File: src/rtl/uart_pkg.sv
`default_nettype none
// ============================================================================
// Module      : uart_pkg
// Description : Shared UART types, limits and default frame configuration.
// Revision    : 1.0 - initial release
// ============================================================================
package uart_pkg;

    typedef enum logic [2:0] {
        IDLE   = 3'd0,
        START  = 3'd1,
        DATA   = 3'd2,
        PARITY = 3'd3,
        STOP   = 3'd4
    } phase_e;

    localparam int   MIN_DATA_BITS     = 5;
    localparam int   DEFAULT_DATA_BITS = 8;
    localparam logic DEFAULT_PARITY_EN = 1'b0;
    localparam logic DEFAULT_STOP2     = 1'b0;

    // Clamp a requested data length into MIN_DATA_BITS..max_bits.
    function automatic logic [3:0] clamp_data_bits(input logic [3:0] bits,
                                                   input logic [3:0] max_bits);
        if (bits < 4'(MIN_DATA_BITS)) begin
            return 4'(MIN_DATA_BITS);
        end else if (bits > max_bits) begin
            return max_bits;
        end
        return bits;
    endfunction

endpackage
`default_nettype wire

File: src/rtl/uart_tick_counter.sv
`default_nettype none
// ============================================================================
// Module      : uart_tick_counter
// Description : Oversample tick counter with mid-bit and end-of-bit strobes.
// Revision    : 1.0 - initial release
// ============================================================================
module uart_tick_counter #(
    parameter int OVERSAMPLE = 16,
    parameter int CNT_W      = $clog2(OVERSAMPLE)
) (
    input  logic clk_i,
    input  logic rst_ni,
    input  logic clear_i,
    input  logic tick_i,
    output logic mid_o,
    output logic wrap_o
);

    localparam logic [CNT_W-1:0] c_last    = CNT_W'(OVERSAMPLE - 1);
    localparam logic [CNT_W-1:0] c_pre_mid = CNT_W'(OVERSAMPLE / 2 - 2);

    logic [CNT_W-1:0] r_cnt;

    // mid fires on the tick that moves the count onto the mid-bit value.
    assign mid_o  = tick_i & (r_cnt == c_pre_mid);
    assign wrap_o = tick_i & (r_cnt == c_last);

    always_ff @(posedge clk_i) begin
        if (!rst_ni || clear_i) begin
            r_cnt <= '0;
        end else if (tick_i) begin
            r_cnt <= wrap_o ? '0 : r_cnt + CNT_W'(1);
        end
    end

endmodule
`default_nettype wire

File: src/rtl/uart_frame_counter.sv
`default_nettype none
// ============================================================================
// Module      : uart_frame_counter
// Description : UART frame sequencer: bit phase, bit index and tick strobes.
// Revision    : 1.0 - initial release
// ============================================================================
module uart_frame_counter
    import uart_pkg::*;
#(
    parameter int OVERSAMPLE    = 16,
    parameter int MAX_DATA_BITS = 9,
    parameter int CNT_W         = $clog2(OVERSAMPLE)
) (
    input  logic       clk_i,
    input  logic       rst_ni,
    input  logic       tick_i,
    input  logic       start_i,
    input  logic       abort_i,
    input  logic [3:0] cfg_data_bits_i,
    input  logic       cfg_parity_en_i,
    input  logic       cfg_stop2_i,
    output logic       busy_o,
    output logic [2:0] phase_o,
    output logic [3:0] bit_idx_o,
    output logic       sample_o,
    output logic       bit_end_o,
    output logic       frame_done_o
);

    phase_e     r_phase,      w_phase_nxt;
    logic [3:0] r_bit_idx,    w_bit_idx_nxt;
    logic       r_busy,       w_busy_nxt;
    logic       r_sample,     w_sample_nxt;
    logic       r_bit_end,    w_bit_end_nxt;
    logic       r_frame_done, w_frame_done_nxt;
    logic [3:0] r_cfg_bits,   w_cfg_bits_nxt;
    logic       r_cfg_par,    w_cfg_par_nxt;
    logic       r_cfg_stop2,  w_cfg_stop2_nxt;

    logic w_cnt_clear;
    logic w_cnt_tick;
    logic w_mid;
    logic w_wrap;

    // Counter is held at zero while idle so a new frame always starts aligned.
    assign w_cnt_clear = abort_i | (r_phase == IDLE);
    assign w_cnt_tick  = tick_i & (r_phase != IDLE);

    uart_tick_counter #(
        .OVERSAMPLE (OVERSAMPLE),
        .CNT_W      (CNT_W)
    ) u_tick_counter (
        .clk_i   (clk_i),
        .rst_ni  (rst_ni),
        .clear_i (w_cnt_clear),
        .tick_i  (w_cnt_tick),
        .mid_o   (w_mid),
        .wrap_o  (w_wrap)
    );

    always_comb begin
        w_phase_nxt      = r_phase;
        w_bit_idx_nxt    = r_bit_idx;
        w_busy_nxt       = r_busy;
        w_sample_nxt     = 1'b0;
        w_bit_end_nxt    = 1'b0;
        w_frame_done_nxt = 1'b0;
        w_cfg_bits_nxt   = r_cfg_bits;
        w_cfg_par_nxt    = r_cfg_par;
        w_cfg_stop2_nxt  = r_cfg_stop2;

        if (abort_i) begin
            w_phase_nxt   = IDLE;
            w_bit_idx_nxt = 4'd0;
            w_busy_nxt    = 1'b0;
        end else if (r_phase == IDLE) begin
            if (start_i) begin
                w_cfg_bits_nxt  = clamp_data_bits(cfg_data_bits_i, 4'(MAX_DATA_BITS));
                w_cfg_par_nxt   = cfg_parity_en_i;
                w_cfg_stop2_nxt = cfg_stop2_i;
                w_phase_nxt     = START;
                w_bit_idx_nxt   = 4'd0;
                w_busy_nxt      = 1'b1;
            end
        end else begin
            w_sample_nxt  = w_mid;
            w_bit_end_nxt = w_wrap;
            if (w_wrap) begin
                case (r_phase)
                    START: begin
                        w_phase_nxt   = DATA;
                        w_bit_idx_nxt = 4'd0;
                    end
                    DATA: begin
                        if (r_bit_idx == r_cfg_bits - 4'd1) begin
                            w_phase_nxt   = r_cfg_par ? PARITY : STOP;
                            w_bit_idx_nxt = 4'd0;
                        end else begin
                            w_bit_idx_nxt = r_bit_idx + 4'd1;
                        end
                    end
                    PARITY: begin
                        w_phase_nxt   = STOP;
                        w_bit_idx_nxt = 4'd0;
                    end
                    STOP: begin
                        if (r_bit_idx == 4'd0 && r_cfg_stop2) begin
                            w_bit_idx_nxt = 4'd1;
                        end else begin
                            w_phase_nxt      = IDLE;
                            w_bit_idx_nxt    = 4'd0;
                            w_busy_nxt       = 1'b0;
                            w_frame_done_nxt = 1'b1;
                        end
                    end
                    default: begin
                        w_phase_nxt   = IDLE;
                        w_bit_idx_nxt = 4'd0;
                        w_busy_nxt    = 1'b0;
                    end
                endcase
            end
        end
    end

    always_ff @(posedge clk_i) begin
        if (!rst_ni) begin
            r_phase      <= IDLE;
            r_bit_idx    <= 4'd0;
            r_busy       <= 1'b0;
            r_sample     <= 1'b0;
            r_bit_end    <= 1'b0;
            r_frame_done <= 1'b0;
            r_cfg_bits   <= 4'(DEFAULT_DATA_BITS);
            r_cfg_par    <= DEFAULT_PARITY_EN;
            r_cfg_stop2  <= DEFAULT_STOP2;
        end else begin
            r_phase      <= w_phase_nxt;
            r_bit_idx    <= w_bit_idx_nxt;
            r_busy       <= w_busy_nxt;
            r_sample     <= w_sample_nxt;
            r_bit_end    <= w_bit_end_nxt;
            r_frame_done <= w_frame_done_nxt;
            r_cfg_bits   <= w_cfg_bits_nxt;
            r_cfg_par    <= w_cfg_par_nxt;
            r_cfg_stop2  <= w_cfg_stop2_nxt;
        end
    end

    assign busy_o       = r_busy;
    assign phase_o      = r_phase;
    assign bit_idx_o    = r_bit_idx;
    assign sample_o     = r_sample;
    assign bit_end_o    = r_bit_end;
    assign frame_done_o = r_frame_done;

endmodule
`default_nettype wire

File: config.mk
export PLATFORM = sky130hd
export DESIGN_NAME = uart_frame_counter
export DESIGN_NICKNAME = d
export VERILOG_FILES = /design/src/rtl/uart_pkg.sv /design/src/rtl/uart_tick_counter.sv /design/src/rtl/uart_frame_counter.sv
export SDC_FILE = /design/constraint.sdc
export NUM_CORES = 1
export LEC_CHECK = 0
export BUFFER_PORTS_ARGS = -buffer_cell sky130_fd_sc_hd__buf_2
export CORE_ASPECT_RATIO = 2
export CORE_MARGIN = 2
export CORE_UTILIZATION = 40
export DETAILED_ROUTE_END_ITERATION = 6
export GPL_TIMING_DRIVEN = 1
export MAX_ROUTING_LAYER = met4
export SYNTH_ARGS = -nofsm -noshare
export SYNTH_HDL_FRONTEND = slang
export SYNTH_HIERARCHICAL = 1
export SYNTH_SLANG_ARGS = --single-unit
File: constraint.sdc
create_clock -name clk_i -period 4.9 [get_ports clk_i]
set_clock_uncertainty 0.15 [all_clocks]
set_input_delay 0.245 -clock clk_i [delete_from_list [all_inputs] [get_ports clk_i]]
set_output_delay 0.245 -clock clk_i [all_outputs]
set_load 0.05 [all_outputs]
==> metrics.csv, run 1 <==
stage,metric,value,unit
run_status,status,completed,
cts,cts-resized-gates,0,
synthesis,synth_edf_count,0,
sta,grt_setup_unrepaired,no,
place,postPlaceCellArea,1330,sq um
detailed_routing,routed_wl,2730,um
cts,numCtsBuffers,3,
critical_path,end_kind,flip-flop,
detailed_routing,drt-initial-drc-count,33,
power_and_ir_drop,total_power,333,uW
critical_path,required,4960,ps
sta,setup_viol,0,
sta,slew_headroom,61.6,%
detailed_routing,vias,1047,
global_routing,grt_max_degree,14,
place,gp_congestion,0.825,
critical_path,crit_end,phase_o[2]$_SDFFE_PP0P_,
global_routing,grt_antenna_before_repair,0,
power_and_ir_drop,p_leak,0.556,nW
power_and_ir_drop,ir_drop,0.000134,V
die,rows,28,
synthesis,yosysSeqAreaShare,34.2,%
critical_path,path_depth,8,
cts,clock-sinks,21,
worst_hold_path,holdPathStages,3,
synthesis,ys_top_cells_by_area,"dfxtp_1, ha_1, nand2_1",
detailed_routing,wl_per_cell,14.5,um
sta,fmax,352,MHz
global_routing,grtUsageTotal,18.2,%
synthesis,syn_nets,154,
global_routing,grt_pass1_vias,1090,
sta,hold_viol_final,0,
sta,fin_crit,2840,ps
final_layout,area_growth,11.7,%
synthesis,ys_warn_count,6,
critical_path,path_buf_inv,0,
die,start_util,41.8,%
sta,worst-slew-pin-transition,574,ps
critical_path,worstSetupPathType,reg -> reg,
synthesis,synth_area_leader_cell,dfxtp_1,
critical_path,worstRegToRegCells,8,
die,die-area,3560,sq um
synthesis,synth_area_per_cell,8.91,sq um
cts,cts_max_level,1,
die,ios,22,
sta,slew_violations,0,
critical_path,max_stage_delay,540,ps
cts,clk_pin_slew_worst_paths,80,ps
cts,cts_hold_buf,0,
critical_path,crit_fanout,13,
final_layout,nets,175,
critical_path,reg2reg_to,phase_o[2]$_SDFFE_PP0P_,
cts,postCtsSetupRepairBufs,0,
cts,clockBufferDepth,2,
detailed_routing,via_per_inst,5.57,
cts,clk_latency,260,ps
cts,root_buffer,clkbuf_8,
cts,cts_tree,yes,
critical_path,arrival,2910,ps
detailed_routing,drc,0,
die,die_height,82.4,um
place,dp_hpwl,2210,um
die,die-width,43.2,um
critical_path,cp-start-kind,flip-flop,
die,core,2940,sq um
place,portBuffers,21,
synthesis,ys.flop_type,dfxtp_1,
global_routing,grt_pass1_wl,4780,um
critical_path,crit_chain,or3_1 -> and2_1 -> nand2_2 -> nor2_1 -> nand2_1 -> o211a_4 -> a2111oi_2 -> a32o_2,
synthesis,synth_cell_types,49,
power_and_ir_drop,p_per_area,243,nW/um^2
detailed_routing,drtAntennaViolNets,0,
sta,hold_ws,69.4,ps
global_routing,grt_overflow,0,
worst_hold_path,hp-class,in -> reg,
flow_run,drv_cap,0,
synthesis,synth_top_area_share,34.2,%
sta,fin_crit_sh,58.0,%
critical_path,cpLargestDelayFamily,simple AND/OR/NAND/NOR gates,
detailed_routing,drtPass1Iterations,4,
synthesis,synth-seq-cells,21,
synthesis,async_reset_ff_share,0,%
final_layout,final_area,1370,sq um
critical_path,r2r_slack,2060,ps
sta,setup_tns,0,ps
synthesis,syn_inst,138,
worst_hold_path,hp-start,cfg_parity_en_i,
final_layout,antenna_cells,0,
final_layout,drive_gt1_share,23.4,%
critical_path,cp_slowest_cell,dfxtp_1,
synthesis,synth_area,1230,sq um
synthesis,synth_top_cells_by_count,"dfxtp_1, nand2_1, inv_1, nor2_1, o21ai_0",
critical_path,r2r_start,phase_o[1]$_SDFFE_PP0P_,
synthesis,synth_most_common_cell,dfxtp_1,
critical_path,crit_start,phase_o[1]$_SDFFE_PP0P_,
==> cell type report <==
type / count / area (sq um)
fill: 311 / 1570
multi-input combinational: 104 / 734
sequential: 21 / 420
tap: 30 / 37.5
timing repair buffer: 21 / 105
clock inverter: 1 / 5.00
clock buffer: 3 / 41.3
inverter: 8 / 30.0
==> worst reg2reg max path, stage by stage, from the launching register on <==
cell and delay (ps):
dfxtp_1 540, or3_1 320, and2_1 290, nand2_2 90
nor2_1 470, nand2_1 180, o211a_4 280, a2111oi_2 300
a32o_2 170
==> state kept, by name, summed over array words and instances, names as in the netlist <==
register	flops
u_tick_counter/r_cnt	4
r_cfg_stop2	1
frame_done_o	1
phase_o	3
r_cfg_par	1
r_cfg_bits	4
sample_o	1
busy_o	1
bit_end_o	1
bit_idx_o	4
==> power by group <==
part,switching (mW),internal [mW]
combinational,0.0217,0.0180
clock,0.0592,0.0567
sequential,0.00382,0.174
total,0.0847,0.249
==> through the flow <==
| stage | setup slack [ps] | std cells | utilization (%) |
|---|---|---|---|
| final | 2060 | 188 | 46.7 |
| after CTS | 2040 | 188 | 46.7 |
| after global placement | 2220 | 184 | 45.1 |
| after floorplan | 2150 | 138 | - |
| after detailed placement | 2110 | 184 | 45.1 |
| after global routing | 1820 | 188 | 46.7 |
==> metal layers <==
layer / GRT usage (%) / up-vias / wire length (um)
met4: 10.0 / 0 / 93
met3: 1.96 / 8 / 71
met2: 33.6 / 27 / 1540
met5: - / - / 0
li1: - / 532 / -
met1: 17.9 / 480 / 1030
==> how the worst min path moves through the flow <==
stage                            endpoint
4_1_cts            r_cfg_par$_SDFFE_PN0P_
5_1_grt            r_cfg_par$_SDFFE_PN0P_
3_3_place_gp     r_cfg_stop2$_SDFFE_PN0P_
2_1_floorplan  r_cfg_bits[3]$_SDFFE_PN1P_
3_5_place_dp     r_cfg_stop2$_SDFFE_PN0P_
6_report           r_cfg_par$_SDFFE_PN0P_
==> logic make-up after synthesis <==
kind of cell,share of synthesized area (%)
multiplexers,1.22
AND/OR/NAND/NOR,27.5
adder cells (fa/ha/maj),5.09
XOR/XNOR,6.10
AO/OA/AOI/OAI,19.8
buffers and inverters,6.10
flip-flops,34.2
==> placed cells by master (no fill, tap or decap), types with 2 or more instances in the layout <==
cell / synthesis / routed
xor2_1: 4 / 4
a21oi_1: 5 / 5
dfxtp_1: 21 / 21
o21ai_0: 7 / 7
clkbuf_8: 1 / 3
nand3_1: 5 / 5
xnor2_1: 2 / 2
buf_2: 2 / 21
or3_1: 2 / 2
o211ai_1: 3 / 3
a211oi_1: 2 / 2
nor2_1: 8 / 8
nand2b_1: 5 / 5
nor3b_1: 4 / 4
a21boi_1: 4 / 4
inv_1: 8 / 8
nor2b_1: 2 / 2
nand2_1: 16 / 16
ha_1: 5 / 5
and3_1: 3 / 3
(Power assumes the default switching activity.)
==> run 2, diff against run 1 <==
--- a/config.mk
+++ b/config.mk
@@ -5,6 +5,7 @@
 export SDC_FILE = /design/constraint.sdc
 export NUM_CORES = 1
 export LEC_CHECK = 0
+export ABC_AREA = 1
 export BUFFER_PORTS_ARGS = -buffer_cell sky130_fd_sc_hd__buf_2
 export CORE_ASPECT_RATIO = 2
 export CORE_MARGIN = 2
==> constraint.sdc (replaced) <==
create_clock -name clk_i -period 3 [get_ports clk_i]
set_clock_uncertainty 0.15 [all_clocks]
set_input_delay 0.15 -clock clk_i [delete_from_list [all_inputs] [get_ports clk_i]]
set_output_delay 0.15 -clock clk_i [all_outputs]
set_load 0.05 [all_outputs]
==> metrics.csv, run 2 <==
stage,metric,value,unit,change
synthesis,synth_area,1170,sq um,-5.0%
critical_path,cp-start-kind,flip-flop,,
cts,clk_pin_slew_worst_paths,80,ps,about the same
sta,hold_viol_final,0,,unchanged
detailed_routing,via_per_inst,4.84,,-13%
final_layout,final_common_cell,nand2_1,,
detailed_routing,drtPass1Iterations,4,,unchanged
power_and_ir_drop,p_per_area,400,nW/um^2,+65%
critical_path,worstSetupPathType,reg -> reg,,
synthesis,yosysSeqAreaShare,36.0,%,+1.8 points
sta,setup_viol,0,,unchanged
cts,cts-resized-gates,0,,unchanged
detailed_routing,drtAntennaViolNets,0,,unchanged
global_routing,grtUsageTotal,17.1,%,-1.0 points
sta,hold_ws,29.0,ps,-40.4 ps
die,ios,22,,unchanged
synthesis,ys_warn_count,6,,unchanged
cts,postCtsSetupRepairBufs,0,,unchanged
detailed_routing,drc,0,,unchanged
sta,slew_headroom,75.7,%,+14 points
critical_path,r2r_start,phase_o[1]$_SDFFE_PP0P_,,
place,gp_congestion,0.940,,+14%
critical_path,end_kind,flip-flop,,
final_layout,area_growth,17.8,%,
synthesis,ys.flop_type,dfxtp_1,,
die,die-width,42.2,um,-2.3%
synthesis,synth_top_area_share,36.0,%,+1.8 points
power_and_ir_drop,p_leak,0.638,nW,+15%
sta,worst-slew-pin-transition,362,ps,-211 ps
final_layout,final_area,1380,sq um,+0.18%
die,start_util,42.2,%,+0.39 points
synthesis,synth_top_cells_by_count,"nand2_1, inv_1, nor2_1, dfxtp_1, a21oi_1",,
place,portBuffers,21,,unchanged
detailed_routing,wl_per_cell,11.0,um,-24%
cts,clockBufferDepth,2,,unchanged
critical_path,crit_start,phase_o[1]$_SDFFE_PP0P_,,
synthesis,synth_area_leader_cell,dfxtp_1,,
critical_path,required,2990,ps,-1970 ps
die,die_height,80.4,um,-2.4%
critical_path,arrival,2110,ps,-800 ps
critical_path,r2r_slack,880,ps,-1170 ps
synthesis,syn_nets,195,,+27%
synthesis,synth-seq-cells,21,,unchanged
detailed_routing,routed_wl,2590,um,-5.2%
global_routing,grt_overflow,0,,unchanged
sta,fin_crit_sh,70.5,%,+12 points
power_and_ir_drop,ir_drop,0.000262,V,+96%
run_status,status,completed,,
final_layout,nets,223,,+27%
synthesis,synth_edf_count,0,,unchanged
cts,clk_latency,250,ps,about the same
die,die-area,3400,sq um,-4.6%
global_routing,grt_max_degree,13,,-1
detailed_routing,drt-initial-drc-count,14,,-58%
flow_run,drv_cap,0,,unchanged
cts,numCtsBuffers,3,,unchanged
cts,cts_tree,yes,,
final_layout,antenna_cells,0,,unchanged
die,rows,27,,-3.6%
sta,fin_crit,2120,ps,-729 ps
worst_hold_path,hp-start,cfg_parity_en_i,,
place,dp_hpwl,2150,um,-2.4%
sta,setup_slack,885,ps,-1170 ps
worst_hold_path,hp-class,in -> reg,,
sta,setup_tns,0,ps,unchanged
cts,root_buffer,clkbuf_8,,
global_routing,grt_antenna_before_repair,0,,unchanged
final_layout,drive_gt1_share,18.9,%,-4.5 points
synthesis,syn_inst,179,,+30%
synthesis,synth_most_common_cell,nand2_1,,
place,pre_cts_slack,886,ps,-1220 ps
global_routing,grt_pass1_vias,1129,,+3.6%
cts,cts_hold_buf,2,,+2
critical_path,crit_fanout,6,,-7
cts,clock-sinks,21,,unchanged
synthesis,synth_cell_types,21,,-57%
global_routing,grt_pass1_wl,4510,um,-5.6%
synthesis,ys_top_cells_by_area,"dfxtp_1, nand2_1, inv_1",,
place,postPlaceCellArea,1310,sq um,-1.3%
final_layout,mostFrequentLayoutCells,"nand2_1, inv_1, nor2_1, dfxtp_1, buf_2",,
die,core,2770,sq um,-5.9%
detailed_routing,vias,1137,,+8.6%
final_layout,utilization,49.7,%,+3.0 points
sta,grt_setup_unrepaired,no,,
sta,slew_violations,0,,unchanged
cts,cts_max_level,1,,unchanged
synthesis,synth_area_per_cell,6.53,sq um,-27%
synthesis,async_reset_ff_share,0,%,unchanged
sta,fmax,473,MHz,+34%
-- run 2: worst paths after layout --
kind	to	cells past startpoint
min	r_cfg_par$_SDFFE_PN0P_	3
max reg2reg	busy_o$_SDFFE_PP0P_	13
min reg2reg	busy_o$_SDFFE_PP0P_	2
max	busy_o$_SDFFE_PP0P_	13
-- run 2: layout make-up --
cell class	count	area (sq um)
inverter	30	113
sequential	21	420
clock buffer	3	41.3
tap	29	36.3
timing repair buffer	23	125
clock inverter	1	5.00
fill	294	1390
multi-input combinational	128	636
-- run 2: logic make-up (layout without fill, tap and decap cells) --
family,Yosys count,in the layout,synth area share [%]
simple gates,97,97,36.8
buf+inv,30,57,9.64
compound gates,24,24,10.7
flops,21,21,36.0
fa+ha+maj,5,5,5.35
xor+xnor,2,2,1.50
-- run 2: power breakdown --
part           internal [mW]  leakage, nW  switching [mW]
combinational         0.0283        0.442          0.0511
sequential             0.285        0.170         0.00539
clock                 0.0922       0.0255          0.0874
-- run 2: critical path, cell delays in order, from the launching register on --
cell	delay [ps]
dfxtp_1	410
nor2_2	90
nand2_2	80
inv_2	60
nor2_1	290
nand4_1	210
inv_1	80
nand2_1	100
nand2_2	100
inv_2	70
nor2_4	120
inv_1	70
o21ai_1	110
a21oi_1	70
-- run 2: layer usage --
metal  part of all wire (%)  global-route usage [%]
met5                      0                       -
met4                   0.89                    4.69
met3                    1.7                    2.02
met2                     58                    34.5
met1                     40                    16.4
-- run 2: stage by stage --
stage | std cells | power (mW)
2_1_floorplan | 179 | 0.352
5_1_grt | 235 | 0.587
3_5_place_dp | 229 | 0.375
3_3_place_gp | 229 | 0.373
6_report | 235 | 0.550
4_1_cts | 235 | 0.557
==> run 3, diff against run 2 <==
==> constraint.sdc (replaced) <==
create_clock -name clk_i -period 2.1 [get_ports clk_i]
set_clock_uncertainty 0.15 [all_clocks]
set_input_delay 0.105 -clock clk_i [delete_from_list [all_inputs] [get_ports clk_i]]
set_output_delay 0.105 -clock clk_i [all_outputs]
set_load 0.05 [all_outputs]
==> metrics.csv, run 3 (synthesized netlist as in run 2, its figures left out) <==
stage,metric,value,unit,change
run_status,status,completed,,
die,core,2770,sq um,unchanged
critical_path,cp_slowest_cell,dfxtp_2,,
critical_path,required,2100,ps,-890 ps
power_and_ir_drop,p_per_area,565,nW/um^2,+41%
critical_path,max_stage_delay,370,ps,-40 ps
place,portBuffers,21,,unchanged
critical_path,cpMostUsedCell,inv_1,,
critical_path,cp-start-kind,flip-flop,,
global_routing,grt_overflow,0,,unchanged
global_routing,grt_pass1_vias,1141,,+1.1%
sta,worst-slew-pin-transition,246,ps,-117 ps
worst_hold_path,hp-class,in -> reg,,
cts,clock-sinks,21,,unchanged
critical_path,worstSetupPathType,reg -> reg,,
critical_path,end_kind,flip-flop,,
cts,clk_pin_slew_worst_paths,80,ps,about the same
cts,numCtsBuffers,3,,unchanged
sta,slew_headroom,83.5,%,+7.8 points
sta,fin_crit_sh,87.8,%,+17 points
die,ios,22,,unchanged
cts,postCtsSetupRepairBufs,0,,unchanged
global_routing,grt_antenna_before_repair,0,,unchanged
sta,setup_tns,0,ps,unchanged
final_layout,antenna_cells,0,,unchanged
die,die_height,80.4,um,unchanged
final_layout,drive_gt1_share,21.0,%,+2.0 points
cts,clockBufferDepth,2,,unchanged
sta,slew_violations,0,,unchanged
final_layout,nets,227,,+1.8%
final_layout,final_area,1420,sq um,+2.8%
place,dp_hpwl,2190,um,+1.7%
critical_path,r2r_start,phase_o[2]$_SDFFE_PP0P_,,
cts,root_buffer,clkbuf_8,,
critical_path,crit_chain,inv_1 -> nand2_2 -> inv_2 -> nor2_1 -> nand4_1 -> inv_1 -> nand2_1 -> nand2_2 -> inv_2 -> nor2_4 -> inv_1 -> o21ai_1 -> a21oi_1,,
global_routing,grt_max_degree,13,,unchanged
critical_path,crit_start,phase_o[2]$_SDFFE_PP0P_,,
final_layout,mostFrequentLayoutCells,"nand2_1, inv_1, nor2_1, buf_2, dfxtp_1",,
critical_path,arrival,1840,ps,-270 ps
detailed_routing,drtAntennaViolNets,0,,unchanged
final_layout,regArea,424,sq um,+0.89%
critical_path,crit_fanout,6,,unchanged
detailed_routing,drc,0,,unchanged
sta,grt_setup_unrepaired,no,,
global_routing,grtUsageTotal,17.3,%,+0.11 points
worst_hold_path,whs_endpoint,busy_o$_SDFFE_PP0P_,,
die,rows,27,,unchanged
cts,cts_max_level,1,,unchanged
sta,hold_viol_final,0,,unchanged
global_routing,grt_pass1_wl,4490,um,-0.47%
final_layout,fillers,305,,+3.7%
critical_path,r2r_slack,260,ps,-630 ps
place,postPlaceCellArea,1330,sq um,+1.4%
detailed_routing,wl_per_cell,11.1,um,+0.68%
die,start_util,42.2,%,unchanged
detailed_routing,drt-initial-drc-count,41,,+27
detailed_routing,vias,1172,,+3.1%
critical_path,reg2reg_to,busy_o$_SDFFE_PP0P_,,
place,gp_congestion,0.936,,-0.39%
sta,setup_viol,0,,unchanged
die,die-width,42.2,um,unchanged
flow_run,drv_cap,0,,unchanged
final_layout,final_common_cell,nand2_1,,
sta,fin_crit,1840,ps,-272 ps
detailed_routing,via_per_inst,4.90,,+1.4%
worst_hold_path,holdPathStages,3,,unchanged
cts,cts_tree,yes,,
die,die-area,3400,sq um,unchanged
final_layout,multi_input_comb_area,636,sq um,unchanged
final_layout,area_growth,21.1,%,
detailed_routing,routed_wl,2650,um,+2.4%
power_and_ir_drop,ir_drop,0.000294,V,+12%
power_and_ir_drop,p_leak,0.659,nW,+3.2%
critical_path,worstRegToRegCells,13,,unchanged
detailed_routing,drtPass1Iterations,4,,unchanged
cts,clk_latency,260,ps,about the same
sta,fmax,543,MHz,+15%
worst_hold_path,hp-start,start_i,,
-- run 3: timing repair --
action	4_1_cts	5_1_grt
hold buffers	4	0
resized for setup	0	0
endpoints found under the hold margin	4	0
-- run 3: final cells by class --
cell class              instances  share of cell area, %
well taps                      29                   2.56
clock buffers                   3                   2.92
flip-flops and latches         21                   30.0
multi-input cells             128                   44.9
repair buffers                 27                   11.3
clock inverters                 1                  0.354
inverters                      30                   7.96
-- run 3: worst max-delay path by stage --
stage | endpoint | slack, ps | depth (start not counted)
4_1_cts | busy_o$_SDFFE_PP0P_ | 260 | 13
5_1_grt | busy_o$_SDFFE_PP0P_ | 50 | 13
2_1_floorplan | busy_o$_SDFFE_PP0P_ | 40 | 13
6_report | busy_o$_SDFFE_PP0P_ | 260 | 13
3_3_place_gp | phase_o[1]$_SDFFE_PP0P_ | 330 | 12
3_5_place_dp | busy_o$_SDFFE_PP0P_ | 280 | 13
-- run 3: worst max-delay path: cells and delay by family, from the launching register on --
kind / cells / cell delay [ps]
AO/OA/AOI/OAI: 2 / 180
flip-flops: 1 / 370
buffers and inverters: 5 / 340
AND/OR/NAND/NOR: 6 / 690
-- run 3: power breakdown --
| part | internal [mW] | switching [mW] |
|---|---|---|
| registers | 0.408 | 0.00716 |
| logic | 0.0438 | 0.0738 |
| clock network | 0.132 | 0.135 |
-- run 3: through the flow --
stage / hold WS (ps) / worst slack, ps / power (mW) / cells / utilization, %
finish: 13.5 / 257 / 0.799 / 239 / 51.1
global route: 12.0 / 52.1 / 0.837 / 239 / 51.1
CTS: 8.89 / 263 / 0.807 / 239 / 51.1
detailed placement: 183 / 283 / 0.537 / 231 / 48.0
global placement: 176 / 330 / 0.534 / 231 / 48.0
floorplan: 24.0 / 37.8 / 0.503 / 179 / -
-- run 3: layer usage --
metal	part of all wire, %	GRT usage [%]
met3	2.8	2.02
met4	1.3	5.63
met1	39	16.2
met5	0	-
met2	57	34.6
